==> src/rtl/inst_fetch_bridge_if.sv <==
// inst_fetch_bridge_if: req/gnt/rvalid instruction memory bus; master = bridge, slave = memory
// req/addr: request valid and word-aligned address; gnt: request accepted; rvalid/rdata: read data return
interface inst_fetch_bridge_if;
  logic        req;
  logic [31:0] addr;
  logic        gnt;
  logic        rvalid;
  logic [31:0] rdata;
  modport master (output req, addr, input gnt, rvalid, rdata);
  modport slave  (input req, addr, output gnt, rvalid, rdata);
endinterface

==> src/rtl/inst_fetch_bridge.sv <==
// inst_fetch_bridge: CPU fetch port to req/gnt/rvalid memory with a direct-mapped zero-latency line buffer
// clk/rst: clock, async active-high reset; cpu_ce_i/cpu_addr_i: fetch enable and PC; flush_i: invalidate buffer
// cpu_inst_o/stallreq_o: instruction and stall request to the core; err_o: sticky timeout/misalign flag; mem: memory bus master
module inst_fetch_bridge #(
  parameter int          ENTRIES  = 4,
  parameter logic [7:0]  TIMEOUT  = 8'd255,
  parameter logic [31:0] NOP_INST = 32'h03400000
) (
  input  logic                       clk,
  input  logic                       rst,
  input  logic                       cpu_ce_i,
  input  logic [31:0]                cpu_addr_i,
  input  logic                       flush_i,
  output logic [31:0]                cpu_inst_o,
  output logic                       stallreq_o,
  output logic                       err_o,
  inst_fetch_bridge_if.master        mem
);
  localparam int IDX_W = $clog2(ENTRIES);
  localparam int TAG_W = 30 - IDX_W;
  typedef enum logic [1:0] {IDLE, REQ, WAIT, DRAIN} state_t;
  state_t             state_q, state_d;
  logic [7:0]         cnt_q, cnt_d;
  logic               err_q, err_d;
  logic [31:0]        addr_q, addr_d;
  logic [ENTRIES-1:0] valid_q, valid_d;
  logic [TAG_W-1:0]   tag_q [ENTRIES];
  logic [31:0]        data_q [ENTRIES];
  logic [IDX_W-1:0]   idx, fill_idx;
  logic [TAG_W-1:0]   tag;
  logic               mis, match, serve, fill_en;
  logic [31:0]        fill_data;
  // lookup: DRAIN also serves valid entries so a timed-out fetch gets its NOP without waiting
  always_comb begin
    idx        = cpu_addr_i[IDX_W+1:2];
    tag        = cpu_addr_i[31:IDX_W+2];
    fill_idx   = addr_q[IDX_W+1:2];
    mis        = cpu_ce_i & |cpu_addr_i[1:0];
    match      = cpu_ce_i & ~mis & valid_q[idx] & (tag_q[idx] == tag);
    serve      = match & (state_q == IDLE || state_q == DRAIN);
    cpu_inst_o = !cpu_ce_i ? 32'h0 : mis ? NOP_INST : serve ? data_q[idx] : 32'h0;
    stallreq_o = cpu_ce_i & ~mis & ~serve;
  end
  always_ff @(posedge clk or posedge rst)
    if (rst) begin
      state_q <= IDLE;
      cnt_q   <= '0;
      err_q   <= 1'b0;
      addr_q  <= '0;
      valid_q <= '0;
    end else begin
      state_q <= state_d;
      cnt_q   <= cnt_d;
      err_q   <= err_d;
      addr_q  <= addr_d;
      valid_q <= valid_d;
    end
  always_ff @(posedge clk)
    if (fill_en) begin
      tag_q[fill_idx]  <= addr_q[31:IDX_W+2];
      data_q[fill_idx] <= fill_data;
    end
  // flush is checked before fill/timeout so it always wins and never leaves a valid entry
  always_comb begin
    state_d   = state_q;
    cnt_d     = cnt_q;
    addr_d    = addr_q;
    err_d     = err_q | mis;
    fill_en   = 1'b0;
    fill_data = mem.rdata;
    valid_d   = flush_i ? '0 : valid_q;
    unique case (state_q)
      IDLE: if (stallreq_o) begin
        state_d = REQ;
        addr_d  = {cpu_addr_i[31:2], 2'b00};
      end
      REQ: if (mem.gnt) begin
        state_d = WAIT;
        cnt_d   = '0;
      end
      WAIT: begin
        cnt_d = cnt_q + 8'd1;
        if (mem.rvalid) begin
          state_d = IDLE;
          fill_en = ~flush_i;
        end else if (flush_i) state_d = DRAIN;
        else if (cnt_q == TIMEOUT) begin
          state_d   = DRAIN;
          fill_en   = 1'b1;
          fill_data = NOP_INST;
          err_d     = 1'b1;
        end
      end
      DRAIN: if (mem.rvalid) state_d = IDLE;
    endcase
    if (fill_en) valid_d[fill_idx] = 1'b1;
  end
  always_comb begin
    mem.req  = state_q == REQ;
    mem.addr = addr_q;
    err_o    = err_q;
  end
endmodule
==> src/flat_wrapper.sv <==
// flat-port wrapper written by rule: the top's interface ports become plain ports
module inst_fetch_bridge_flat 
#(
  parameter int          ENTRIES  = 4,
  parameter logic [7:0]  TIMEOUT  = 8'd255,
  parameter logic [31:0] NOP_INST = 32'h03400000
)
  (clk, rst, cpu_ce_i, cpu_addr_i, flush_i, cpu_inst_o, stallreq_o, err_o, mem_req, mem_addr, mem_gnt, mem_rvalid, mem_rdata);
  inst_fetch_bridge_if mem_i ();
  input  logic clk;
  input  logic rst;
  input  logic cpu_ce_i;
  input  logic [31:0] cpu_addr_i;
  input  logic flush_i;
  output logic [31:0] cpu_inst_o;
  output logic stallreq_o;
  output logic err_o;
  output wire logic [$bits(mem_i.req)-1:0] mem_req;
  output wire logic [$bits(mem_i.addr)-1:0] mem_addr;
  input wire logic [$bits(mem_i.gnt)-1:0] mem_gnt;
  input wire logic [$bits(mem_i.rvalid)-1:0] mem_rvalid;
  input wire logic [$bits(mem_i.rdata)-1:0] mem_rdata;
  assign mem_req = mem_i.req;
  assign mem_addr = mem_i.addr;
  assign mem_i.gnt = mem_gnt;
  assign mem_i.rvalid = mem_rvalid;
  assign mem_i.rdata = mem_rdata;
  inst_fetch_bridge #(.ENTRIES(ENTRIES), .TIMEOUT(TIMEOUT), .NOP_INST(NOP_INST)) u_core (.clk(clk), .rst(rst), .cpu_ce_i(cpu_ce_i), .cpu_addr_i(cpu_addr_i), .flush_i(flush_i), .cpu_inst_o(cpu_inst_o), .stallreq_o(stallreq_o), .err_o(err_o), .mem(mem_i));
endmodule
==> config.mk <==
export PLATFORM = sky130hd
export DESIGN_NAME = inst_fetch_bridge_flat
export DESIGN_NICKNAME = d
export VERILOG_FILES = /design/src/rtl/inst_fetch_bridge_if.sv /design/src/rtl/inst_fetch_bridge.sv /design/src/flat_wrapper.sv
export SDC_FILE = /design/constraint.sdc
export NUM_CORES = 1
export LEC_CHECK = 0
export CORE_MARGIN = 1
export CORE_UTILIZATION = 51
export CTS_CLUSTER_SIZE = 16
export DETAILED_ROUTE_END_ITERATION = 7
export PLACE_DENSITY = 0.77
export REMOVE_ABC_BUFFERS = 1
export SETUP_SLACK_MARGIN = 0.3
export SYNTH_ARGS = -nofsm -noshare
export SYNTH_HDL_FRONTEND = slang
export SYNTH_SLANG_ARGS = --single-unit
export TNS_END_PERCENT = 50
==> constraint.sdc <==
create_clock -name clk -period 5.78 [get_ports clk]
set_input_delay 1.156 -clock clk [delete_from_list [all_inputs] [get_ports clk]]
set_output_delay 1.156 -clock clk [all_outputs]
set_load 0.02 [all_outputs]
==> results of run 1 <==
-- layout by cell type, fill, tap and decap left out, drive strengths merged, types with 5 or more instances in the layout --
cell | synthesis | final
nand3 | 6 | 6
clkinv | 1 | 13
mux2 | 32 | 32
clkbuf | 10 | 35
nor2 | 14 | 14
clkdlybuf4s50 | 0 | 131
mux2i | 20 | 20
edfxtp | 240 | 240
xnor2 | 23 | 23
nand2b | 6 | 6
inv | 15 | 16
xor2 | 5 | 5
o21ai | 15 | 15
buf | 15 | 19
dfrtp | 45 | 45
a21o | 5 | 5
ha | 6 | 6
nand2 | 11 | 11
nor2b | 57 | 57
mux4 | 53 | 53
-- routing by layer --
metal	part of all wire, %	track usage, %	vias up
met3	5.5	3.10	48
met2	51	34.7	185
met4	2.8	7.71	0
li1	-	-	2731
met5	0	0	-
met1	41	26.2	3100
-- worst paths after layout --
path,slack (ns),end,from,cells past startpoint
min in group asynchronous,1.19,u_core.mem.addr[28]$_DFFE_PP0P_,rst,2
max,0.51,cpu_inst_o[10],cpu_addr_i[2],10
min reg2reg,0.48,u_core.valid_q[1]$_DFF_PP0_,u_core.valid_q[1]$_DFF_PP0_,1
max in group asynchronous,3.93,u_core.mem.addr[21]$_DFFE_PP0P_,rst,2
min,0.48,u_core.valid_q[1]$_DFF_PP0_,u_core.valid_q[1]$_DFF_PP0_,1
max reg2reg,2.53,u_core.mem.addr[10]$_DFFE_PP0P_,u_core.state_q[1]$_DFFE_PP0P_,11
-- worst register-to-register path, cell delays in order (launching register included) --
cell and delay [ns]:
dfrtp_1 0.44, inv_1 0.12, ha_1 0.29, nor4b_1 0.40
o31a_1 0.21, nand3_1 0.09, nor4_2 0.23, nand4_2 0.23
nand3_2 0.17, inv_2 0.07, nand2_4 0.50, mux2_4 0.38
-- flip-flops by register name, indices dropped and copies added, names as in the netlist --
register / cells
u_core.data_q: 128
u_core.valid_q: 4
u_core.mem.addr: 30
u_core.state_q: 2
u_core.tag_q: 112
u_core.cnt_q: 8
u_core.err_o: 1
-- logic make-up after synthesis --
group | synth area share, %
flip-flops | 70.6
AO/OA/AOI/OAI | 2.22
other | 0.0318
adder cells (fa/ha/maj) | 0.636
buffers and inverters | 2.37
XOR/XNOR | 2.08
multiplexers | 16.1
AND/OR/NAND/NOR | 5.94
-- cell usage after synthesis, types with 8 or more instances --
master,n,area [µm²]
nor2_1,14,52.6
edfxtp_1,240,7210
mux4_1,8,210
o21ai_0,14,70.1
clkbuf_1,10,37.5
nand2_1,10,37.5
inv_1,14,52.6
mux2_4,30,450
mux2i_1,20,200
mux4_2,45,1010
xnor2_1,23,201
nor2b_1,57,357
dfrtp_1,45,1130
-- layout make-up --
class,count,area [µm²],area share [%]
inverter,16,60.1,0.417
clock inverter,18,189,1.31
multi-input combinational,295,3220,22.4
timing repair buffer,151,1480,10.3
sequential,285,8330,57.9
clock buffer,35,758,5.27
tap,285,357,2.48
-- stage by stage --
stage / power [mW] / hold WS, ns / area, µm² / TNS [ns]
2_1_floorplan: 3.32 / 0.444 / 11600 / -43.27
5_1_grt: 5.81 / 0.502 / 14400 / 0
3_3_place_gp: 3.74 / 0.458 / 13400 / 0
4_1_cts: 5.64 / 0.483 / 14400 / 0
3_5_place_dp: 3.80 / 0.470 / 13400 / 0
6_report: 5.60 / 0.483 / 14400 / 0
-- power by group --
| part | switching [mW] | total, mW | internal [mW] |
|---|---|---|---|
| clock network | 0.735 | 1.84 | 1.11 |
| logic | 0.456 | 0.970 | 0.514 |
| registers | 0.220 | 2.79 | 2.57 |
| total | 1.41 | 5.60 | 4.19 |
-- timing repair --
action,CTS,global route
gates resized for setup,1,3
endpoints found under the setup margin,4,22
buffers inserted,0,0
cloned,0,0
==> impl_metrics.tcl, run 1 <==
set metrics [dict create \
    drt_first_pass_iters 4 \
    clock-sinks 285 \
    layout-drive-gt1-share_pct 19.5 \
    fin_nets 854 \
    synth-seq-cells 285 \
    setup_viol 0 \
    fin_util_pct 63.6 \
    final_cells 1085 \
    initial_core_util_pct 52.1 \
    gp_congestion 0.791 \
    finalWorstSetupSlack_ns 0.513 \
    yosysSeqAreaShare_pct 70.6 \
    antenna_found_initial 0 \
    status "complete, no violations" \
    die-area_mm2 0.0237 \
    hp-class "reg2reg" \
    avgSynthCellArea_um2 19.0 \
    fin_skew_ns 0.00744 \
    num_vias 6064 \
    clock_latency_ns 0.53 \
    max_freq_mhz 190 \
    peakVddDrop_mv 0.227 \
    htreeDepth 1 \
    drc 0 \
    drv_slew 0 \
    worst_slew_pin_slew_ns 1.13 \
    cts_buffers 29 \
    power.density_mw_per_mm2 389 \
    cts_buffer_depth 3 \
    nFillCells 1519 \
    crit_buf_inv 4 \
    routedWlPerCell_um 21.4 \
    dpl_worst_slack_ns 0.251 \
    hold_buffers 0 \
    synth_edf_count 240 \
    hold_viol 0 \
    die_w_um 154 \
    rsz0062_at_grt "false" \
    dp_cells 1032 \
    cts_root_buf "clkbuf_16" \
    path_delay_family "buffers and inverters" \
    diodes 0 \
    drt_iter0_drc 312 \
    worstPathRequired_ns 4.62 \
    netlist_instances 622 \
    max-slew-margin-rel_pct 24.4 \
    drv_cap 0 \
    critPathLaunchType "input pin" \
    port_buffers 134 \
    synth_area_mm2 0.0118 \
    cts.clk_slew.worst_paths_ns 0.06 \
    rows 55 \
    slowest_delay_ns 0.64 \
    worst_path_most_repeated_cell "buf_6" \
    grtUsageTotal_pct 20.2 \
    areaGrowthSynthToFinish_pct 22.0 \
    ys_types 58 \
    worst-setup-path-type "in2out" \
    grt_pass1_vias 6508 \
    io_pins 137 \
    cts_tree "done" \
    min_period_ns 5.27 \
    crit_path_end_kind "output port" \
    grt_max_degree 46 \
    crit_slowest_cell "clkdlybuf4s50_1" \
    grt-ovfl-total 0 \
    path_max_fanout 31 \
    yosysWarnings 0 \
    routed_via_density 5.59 \
    ys.flop_type "edfxtp_1" \
    core_mm2 0.0226 \
    ant_nets 0 \
    drt_wl_total_um 23200 \
    grt_pass1_wl_um 36400 \
    final.period_utilization_pct 91.1 \
    cp.arrival_ns 4.11 \
    dp_hpwl_um 14700 \
    p_leak_nw 5.15 \
    die_y_um 154 \
    ys_async_sr_fraction_pct 15.8 \
    crit_path_cell_trace "buf_6 > buf_6 > mux4_2 > xnor2_1 > nand4_1 > nor4_4 > nand4_2 > buf_6 > nor2b_1 > clkdlybuf4s50_1" \
]
(Power assumes the default switching activity.)
==> run 2: changes to the inputs <==
--- a/config.mk
+++ b/config.mk
@@ -6,11 +6,10 @@
 export NUM_CORES = 1
 export LEC_CHECK = 0
 export CORE_MARGIN = 1
-export CORE_UTILIZATION = 51
+export CORE_UTILIZATION = 55
 export CTS_CLUSTER_SIZE = 16
 export DETAILED_ROUTE_END_ITERATION = 7
-export PLACE_DENSITY = 0.77
-export REMOVE_ABC_BUFFERS = 1
+export PLACE_DENSITY = 0.79
 export SETUP_SLACK_MARGIN = 0.3
 export SYNTH_ARGS = -nofsm -noshare
 export SYNTH_HDL_FRONTEND = slang
==> constraint.sdc (replaced) <==
create_clock -name clk -period 6.5 [get_ports clk]
set_input_delay 1.3 -clock clk [delete_from_list [all_inputs] [get_ports clk]]
set_output_delay 1.3 -clock clk [all_outputs]
set_load 0.02 [all_outputs]
==> run 2 against run 1 <==
Compared with the run above: design area is 0.12% lower; die area is 7.2% lower; non-clock buffer count is 5 lower; setup slack better by 0.028 ns; clock power is 8% lower; register-to-register slack better by 0.08 ns; clock skew is 0.0050 ns higher; critical path depth is 1 lower; via count is 0.43% higher; hold slack better by 0.0076 ns; sequential share of layout area is 0.070 points higher; critical path type unchanged; largest power group unchanged; highest routed layer unchanged.
==> impl_metrics.tcl, run 2 (synthesis gave the netlist of run 1 again) <==
set metrics [dict create \
    num_vias 6090 \
    fin_util_pct 68.4 \
    layout-drive-gt1-share_pct 19.6 \
    min_from "u_core.err_o$_DFF_PP0_" \
    worstPathRequired_ns 5.20 \
    rrSetupSlack_ns 2.61 \
    diodes 0 \
    critPathLaunchType "input pin" \
    hold_buffers 0 \
    routedWlPerCell_um 21.7 \
    final.period_utilization_pct 91.7 \
    timing.rr.start "u_core.state_q[0]$_DFFE_PP0P_" \
    whs_path_depth 1 \
    cts.clk_slew.worst_paths_ns 0.06 \
    hold_viol 0 \
    ant_nets 0 \
    drc 0 \
    finalSetupTns_ns 0 \
    status "complete, no violations" \
    drv_slew 0 \
    nFillCells 1301 \
    max-slew-margin-rel_pct 26.8 \
    fin_skew_ns 0.0125 \
    peakVddDrop_mv 0.230 \
    multi_input_area_mm2 0.00322 \
    gp_congestion 0.801 \
    hp-class "reg2reg" \
    initial_core_util_pct 56.1 \
    largest_reg_flops 128 \
    clock-sinks 285 \
    min_period_ns 5.96 \
    drt_first_pass_iters 4 \
    io_pins 137 \
    drv_cap 0 \
    cts_tree "done" \
    drt_iter0_drc 370 \
    ctsResizeCount 0 \
    crit_path_end_kind "output port" \
    worst-setup-path-type "in2out" \
    grt-ovfl-total 0 \
    clock_latency_ns 0.53 \
    regArea_mm2 0.00833 \
    cts_buffers 29 \
    routed_via_density 5.69 \
    final_cell_mix "edfxtp_1, clkdlybuf4s50_1, nor2b_1, mux4_2, dfrtp_1" \
    dp_hpwl_um 14600 \
    mostFrequentLayoutCell "edfxtp_1" \
    p_leak_nw 5.14 \
    post-cts-setup-buffers 0 \
    cts_root_buf "clkbuf_16" \
    grt_pass1_vias 6461 \
    port_buffers 134 \
    cts_buffer_depth 3 \
    grt_pass1_wl_um 36100 \
    rows 53 \
    drt_wl_total_um 23200 \
    max_freq_mhz 168 \
    reg2reg_depth 12 \
    die_w_um 148 \
    regMostFlops "u_core.data_q" \
    areaGrowthSynthToFinish_pct 21.9 \
    htreeDepth 1 \
    die_y_um 148 \
    worst_slew_pin_slew_ns 1.10 \
    cp.arrival_ns 4.66 \
    rsz0062_at_grt "false" \
    core_mm2 0.0210 \
    power.density_mw_per_mm2 351 \
    grtUsageTotal_pct 21.8 \
    antenna_found_initial 0 \
    timing.rr.end "u_core.mem.addr[18]$_DFFE_PP0P_" \
    whs_endpoint "u_core.err_o$_DFF_PP0_" \
    fin_nets 849 \
    hold_ws_ns 0.491 \
    path_max_fanout 32 \
    setup_viol 0 \
    power.total_mw 5.04 \
    grt_max_degree 46 \
    die-area_mm2 0.0220 \
]
run 2: changes by cell type in the layout (fill, tap and decap cells not counted), sizes merged:
| cell | delta |
|---|---|
| clkdlybuf4s50 | +1 |
| clkinv | +1 |
| bufinv | +1 |
| dlymetal6s2s | -1 |
| buf | -5 |
| clkbuf | -2 |
run 2: worst max-delay path, stage by stage:
cell             delay [ns]
buf_4                  0.49
mux4_1                 0.66
xnor2_1                0.18
nand4_1                0.16
a211oi_1               0.35
nand4_2                0.32
buf_4                  0.33
and2b_2                0.24
clkdlybuf4s50_1        0.60
run 2: layout make-up:
cell class,count,area share [%]
flip-flops and latches,285,58.0
inverters,16,0.418
clock inverters,20,1.62
multi-input cells,295,22.4
clock buffers,33,5.29
well taps,275,2.39
repair buffers,146,9.92
run 2: worst max-delay path by stage:
stage | from | cells past startpoint | end | slack, ns
2_1_floorplan | flush_i | 3 | u_core.data_q[0][0]$_DFFE_PP_ | 0.22
3_3_place_gp | cpu_addr_i[2] | 9 | cpu_inst_o[0] | 0.64
5_1_grt | cpu_addr_i[2] | 9 | cpu_inst_o[22] | 0.41
6_report | cpu_addr_i[2] | 9 | cpu_inst_o[31] | 0.54
3_5_place_dp | cpu_addr_i[2] | 9 | cpu_inst_o[31] | 0.51
4_1_cts | cpu_addr_i[2] | 9 | cpu_inst_o[31] | 0.51
run 2: power breakdown:
group / total [mW] / leakage [nW] / internal [mW] / switching (mW)
clock network: 1.70 / 0.493 / 1.04 / 0.666
registers: 2.47 / 2.73 / 2.28 / 0.184
logic: 0.868 / 1.92 / 0.454 / 0.414
run 2: through the flow:
step,cells,worst slack [ns],instance area (µm²)
CTS,1070,0.510,14400
floorplan,623,0.215,11800
detailed placement,1017,0.514,13400
global route,1070,0.409,14400
finish,1070,0.541,14400
global placement,1017,0.641,13400
run 2: metal layers:
layer	up-vias	wire (µm)	global-route usage [%]
met1	3121	9600	28.6
met3	37	1160	3.40
li1	2720	-	-
met2	212	12100	37.5
met5	-	0	0
met4	0	431	6.96
==> edit 1, RTL diff (config.mk and constraints of run 2) <==
`ENTRIES` is set to 4 in 2 places; all go to 8.
--- a/src/rtl/inst_fetch_bridge.sv
+++ b/src/rtl/inst_fetch_bridge.sv
@@ -4,3 +4,3 @@
 module inst_fetch_bridge #(
-  parameter int          ENTRIES  = 4,
+  parameter int          ENTRIES  = 8,
   parameter logic [7:0]  TIMEOUT  = 8'd255,
--- a/src/flat_wrapper.sv
+++ b/src/flat_wrapper.sv
@@ -3,3 +3,3 @@
 #(
-  parameter int          ENTRIES  = 4,
+  parameter int          ENTRIES  = 8,
   parameter logic [7:0]  TIMEOUT  = 8'd255,
Formal check against the unedited RTL: not equivalent (Yosys sat finds a counterexample within 10 cycles, from zero or initial values and one cycle with rst high).
==> edit 1 against run 2 <==
- sequential cell count up 236
- design area up 67%
- worst setup slack gained 0.053 ns
- power is 61% higher
- area after synthesis rose by 73%
- non-clock buffer count rose by 12
- wire length up 79%
- final cell count rose by 53%
==> edit 1: results <==
[placement]
dp_hpwl_um = 23200
place_ws_ns = 0.571
dp.cells = 1545

[final_layout]
drive_gt1_share_pct = 20.4
largest_reg_flops = 256
finalNetCount = 1204
layout.cells.non_filler = 1639

[synth]
synth.area.top_cells = edfxtp_1, mux4_2, dfrtp_1
yosys-top-cells-count = edfxtp_1, mux4_2, mux2i_1
synthDistinctLibCells = 37
ys_seq_area_share_pct = 75.3
async_reset_ff_share_pct = 9.40

[detailed_routing]
dr.pass1.iters = 5
route.met3.wl_um = 2660
totalWireLength_um = 41600
wl_met1_um = 17300
vias_per_cell = 6.02

[clocking]
htreeDepth = 2
clock_latency_ns = 0.59
cts_buffers = 49

[grt]
grt_util_met3_pct = 4.56
met1_usage_pct = 31.2
track_usage_pct = 22.6
grt_pass1_wl_um = 63100
grt_pass1_vias = 10461
grt.met2_usage_pct = 36.7

[power]
comb_cell_power_mw = 0.960
p_switching_mw = 1.97
clkPwrFrac_pct = 34.8
power_mw = 8.11

[worst_setup_path]
arrival_ns = 4.61
cp_slowest_cell = clkdlybuf4s50_1
r2r_start = u_core.tag_q[6][13]$_DFFE_PP_
cpPeakStageDelay_ns = 0.62

[sta]
relSlewSlack_pct = 27.0
skew_ns = 0.0291

[status]
outcome = complete, no violations

[hold_path]
min_from = u_core.valid_q[2]$_DFF_PP0_
[edit 1: changes by cell type in the layout (fill, tap and decap cells not counted), moves of 27 or more]
cell | before | now
mux2_4 | 30 | 0
edfxtp_1 | 240 | 472
mux2_1 | 0 | 30
nor2b_1 | 57 | 30
mux2i_1 | 20 | 62
mux4_2 | 45 | 120
[edit 1: kinds of logic (layout without fill, tap and decap cells)]
group	count (synthesis)	in the layout	synth area share (%)
flip-flops	521	521	75.3
multiplexers	212	212	17.9
AND/OR/NAND/NOR	109	109	2.75
buffers and inverters	53	258	1.41
AO/OA/AOI/OAI	31	31	1.01
XOR/XNOR	30	30	1.28
adder cells (fa/ha/maj)	6	6	0.367
other	1	4	0.0183
[edit 1: worst paths after layout]
kind                            slack [ns]                              end  depth (start not counted)
worst max register to register        3.07  u_core.mem.addr[22]$_DFFE_PP0P_                          8
min in group asynchronous             1.29  u_core.mem.addr[23]$_DFFE_PP0P_                          3
worst min-delay path                  0.48      u_core.valid_q[2]$_DFF_PP0_                          1
worst max-delay path                  0.59                   cpu_inst_o[22]                         12
worst min register to register        0.48      u_core.valid_q[2]$_DFF_PP0_                          1
max in group asynchronous             4.71      u_core.cnt_q[0]$_DFFE_PP0P_                          3
[edit 1: area by class of cell]
type	instances	area (um^2)
flip-flops and latches	521	15400
well taps	468	586
fillers	2343	12600
multi-input cells	390	4840
clock inverters	21	183
repair buffers	158	1600
diodes	2	5.00
clock buffers	71	1420
inverters	8	30.0
[edit 1: metrics by stage]
step,cell area (um^2),utilization (%)
detailed placement,22400,61.3
global route,24100,65.7
global placement,22400,61.3
CTS,24100,65.7
finish,24100,65.7
floorplan,20500,-
==> edit 2, RTL diff (config.mk and constraints of run 2) <==
Without the edit above. `addr_q` no longer has a reset.
--- a/src/rtl/inst_fetch_bridge.sv
+++ b/src/rtl/inst_fetch_bridge.sv
@@ -48,3 +48,2 @@
       err_q   <= 1'b0;
-      addr_q  <= '0;
       valid_q <= '0;
@@ -54,5 +53,8 @@
       err_q   <= err_d;
-      addr_q  <= addr_d;
       valid_q <= valid_d;
     end
+
+  always_ff @(posedge clk) begin
+    addr_q <= addr_d;
+  end
   always_ff @(posedge clk)
Behaviour: not the same (Yosys sat finds a counterexample within 4 cycles, from zero or initial values and one cycle with rst high).
==> edit 2 against run 2 <==
- core utilization up 0.65 points
- global-route usage up 0.77 points
- worst setup slack better by 0.057 ns
- area after synthesis down 2.5%
- hold slack worse by 0.024 ns
- synthesized cell count down 6.3%
- wire length down 0.44%
- highest routed layer unchanged
- sequential cell count unchanged
- final cell count down 4.1%
- count of clock-buffer cells in the layout unchanged
- via count down 1.7%
- design area down 2.2%
- register-to-register slack better by 0.52 ns
Power is not compared: it rests on default switching activity, and its combinational part moved more than twofold at a synthesized area within 25%.
==> edit 2: results <==
[status]
outcome = complete, no violations

[power]
vdd_drop_max_uv = 196

[placement]
dp_hpwl_um = 14400
place_congestion = 0.787

[synth]
synth_adder_area_share_pct = 0.653
ys_seq_area_share_pct = 73.7
muxShareOfSynthArea_pct = 12.4
synthDistinctLibCells = 58
ys_warn_count = 0
async_reset_ff_share_pct = 5.26
synth.area.top_cells = edfxtp_1, mux4_2, dfrtp_1
synth-edff-count = 270
yosys-top-cells-count = edfxtp_1, mux4_2, nor2b_1
synth_compound_area_share_pct = 2.74
synth_top_cell_area_share_pct = 70.5
synth_xor_xnor_area_share_pct = 2.25

[worst_setup_path]
rrSetupSlack_ns = 3.13
cp_slowest_cell = clkdlybuf4s50_1
reg2reg_to = u_core.tag_q[1][14]$_DFFE_PP_
arrival_ns = 4.60
cpPeakStageDelay_ns = 0.64
crit_end = cpu_inst_o[15]
path_max_fanout = 35
path_delay_family = buffers and inverters
ff2ff_path_depth = 7
critPathLaunch = cpu_addr_i[3]

[detailed_routing]
dr.pass1.iters = 5
first_iter_violations = 401
vias = 5989
route.met2.wl_um = 11600
totalWireLength_um = 23100
route.met3.wl_um = 1490
wl_met1_um = 9500

[clocking]
cts_buffer_depth = 3
cts_buffers = 28

[final_layout]
finalNetCount = 810
drive_gt1_share_pct = 16.6

[sta]
holdWs_ns = 0.467
skew_ns = 0.0138
tightest_slew_ns = 1.20

[grt]
grt_pass1_vias = 6509
grt_pass1_wl_um = 36700
grt_max_degree = 62
antenna_found_initial = 1
track_usage_pct = 22.6
## edit 2: changes by cell type after synthesis, sizes merged, moves of 4 or more
cell,before,now
dfrtp,45,15
edfxtp,240,270
and2,1,30
mux2,32,4
nor2b,57,32
mux2i,20,8
o21ai,15,6
nand4,4,12
inv,15,10
mux4,53,57
## edit 2: per-layer routing
metal  up-vias  track usage (%)
met5         -                0
met1      3099             30.8
li1       2633                -
met4         0             7.34
met2       218             37.3
met3        39             3.94
## edit 2: stage by stage
stage / setup WS (ns) / power (mW) / std cells / instance area, um^2 / util, %
floorplan: 1.73 / 2.36 / 584 / 11500 / -
global placement: 0.579 / 2.48 / 974 / 13100 / 64.5
detailed placement: 0.544 / 2.50 / 974 / 13100 / 64.5
CTS: 0.547 / 4.08 / 1025 / 14000 / 69.0
global route: 0.419 / 4.19 / 1026 / 14100 / 69.0
finish: 0.599 / 4.05 / 1026 / 14100 / 69.0
## edit 2: worst register-to-register path, delay by kind of cell, from the launching register on
family,cells,cell delay (ns)
compound gates,1,0.22
flops,1,0.40
fa+ha+maj,1,0.37
buf+inv,2,0.73
simple gates,3,1.29
## edit 2: cell families (layout without fill, tap and decap cells)
group | after synthesis | in the layout
flip-flops | 285 | 285
AND/OR/NAND/NOR | 124 | 124
multiplexers | 69 | 69
AO/OA/AOI/OAI | 38 | 38
buffers and inverters | 33 | 204
XOR/XNOR | 27 | 27
adder cells (fa/ha/maj) | 6 | 6
other | 1 | 3
## edit 2: area by class of cell
class / count / area [um^2]
repair buffers: 143 / 1410
diodes: 1 / 2.50
inverters: 10 / 37.5
fillers: 1248 / 6310
flip-flops and latches: 285 / 8480
well taps: 270 / 338
multi-input cells: 266 / 2880
clock buffers: 33 / 741
clock inverters: 18 / 168
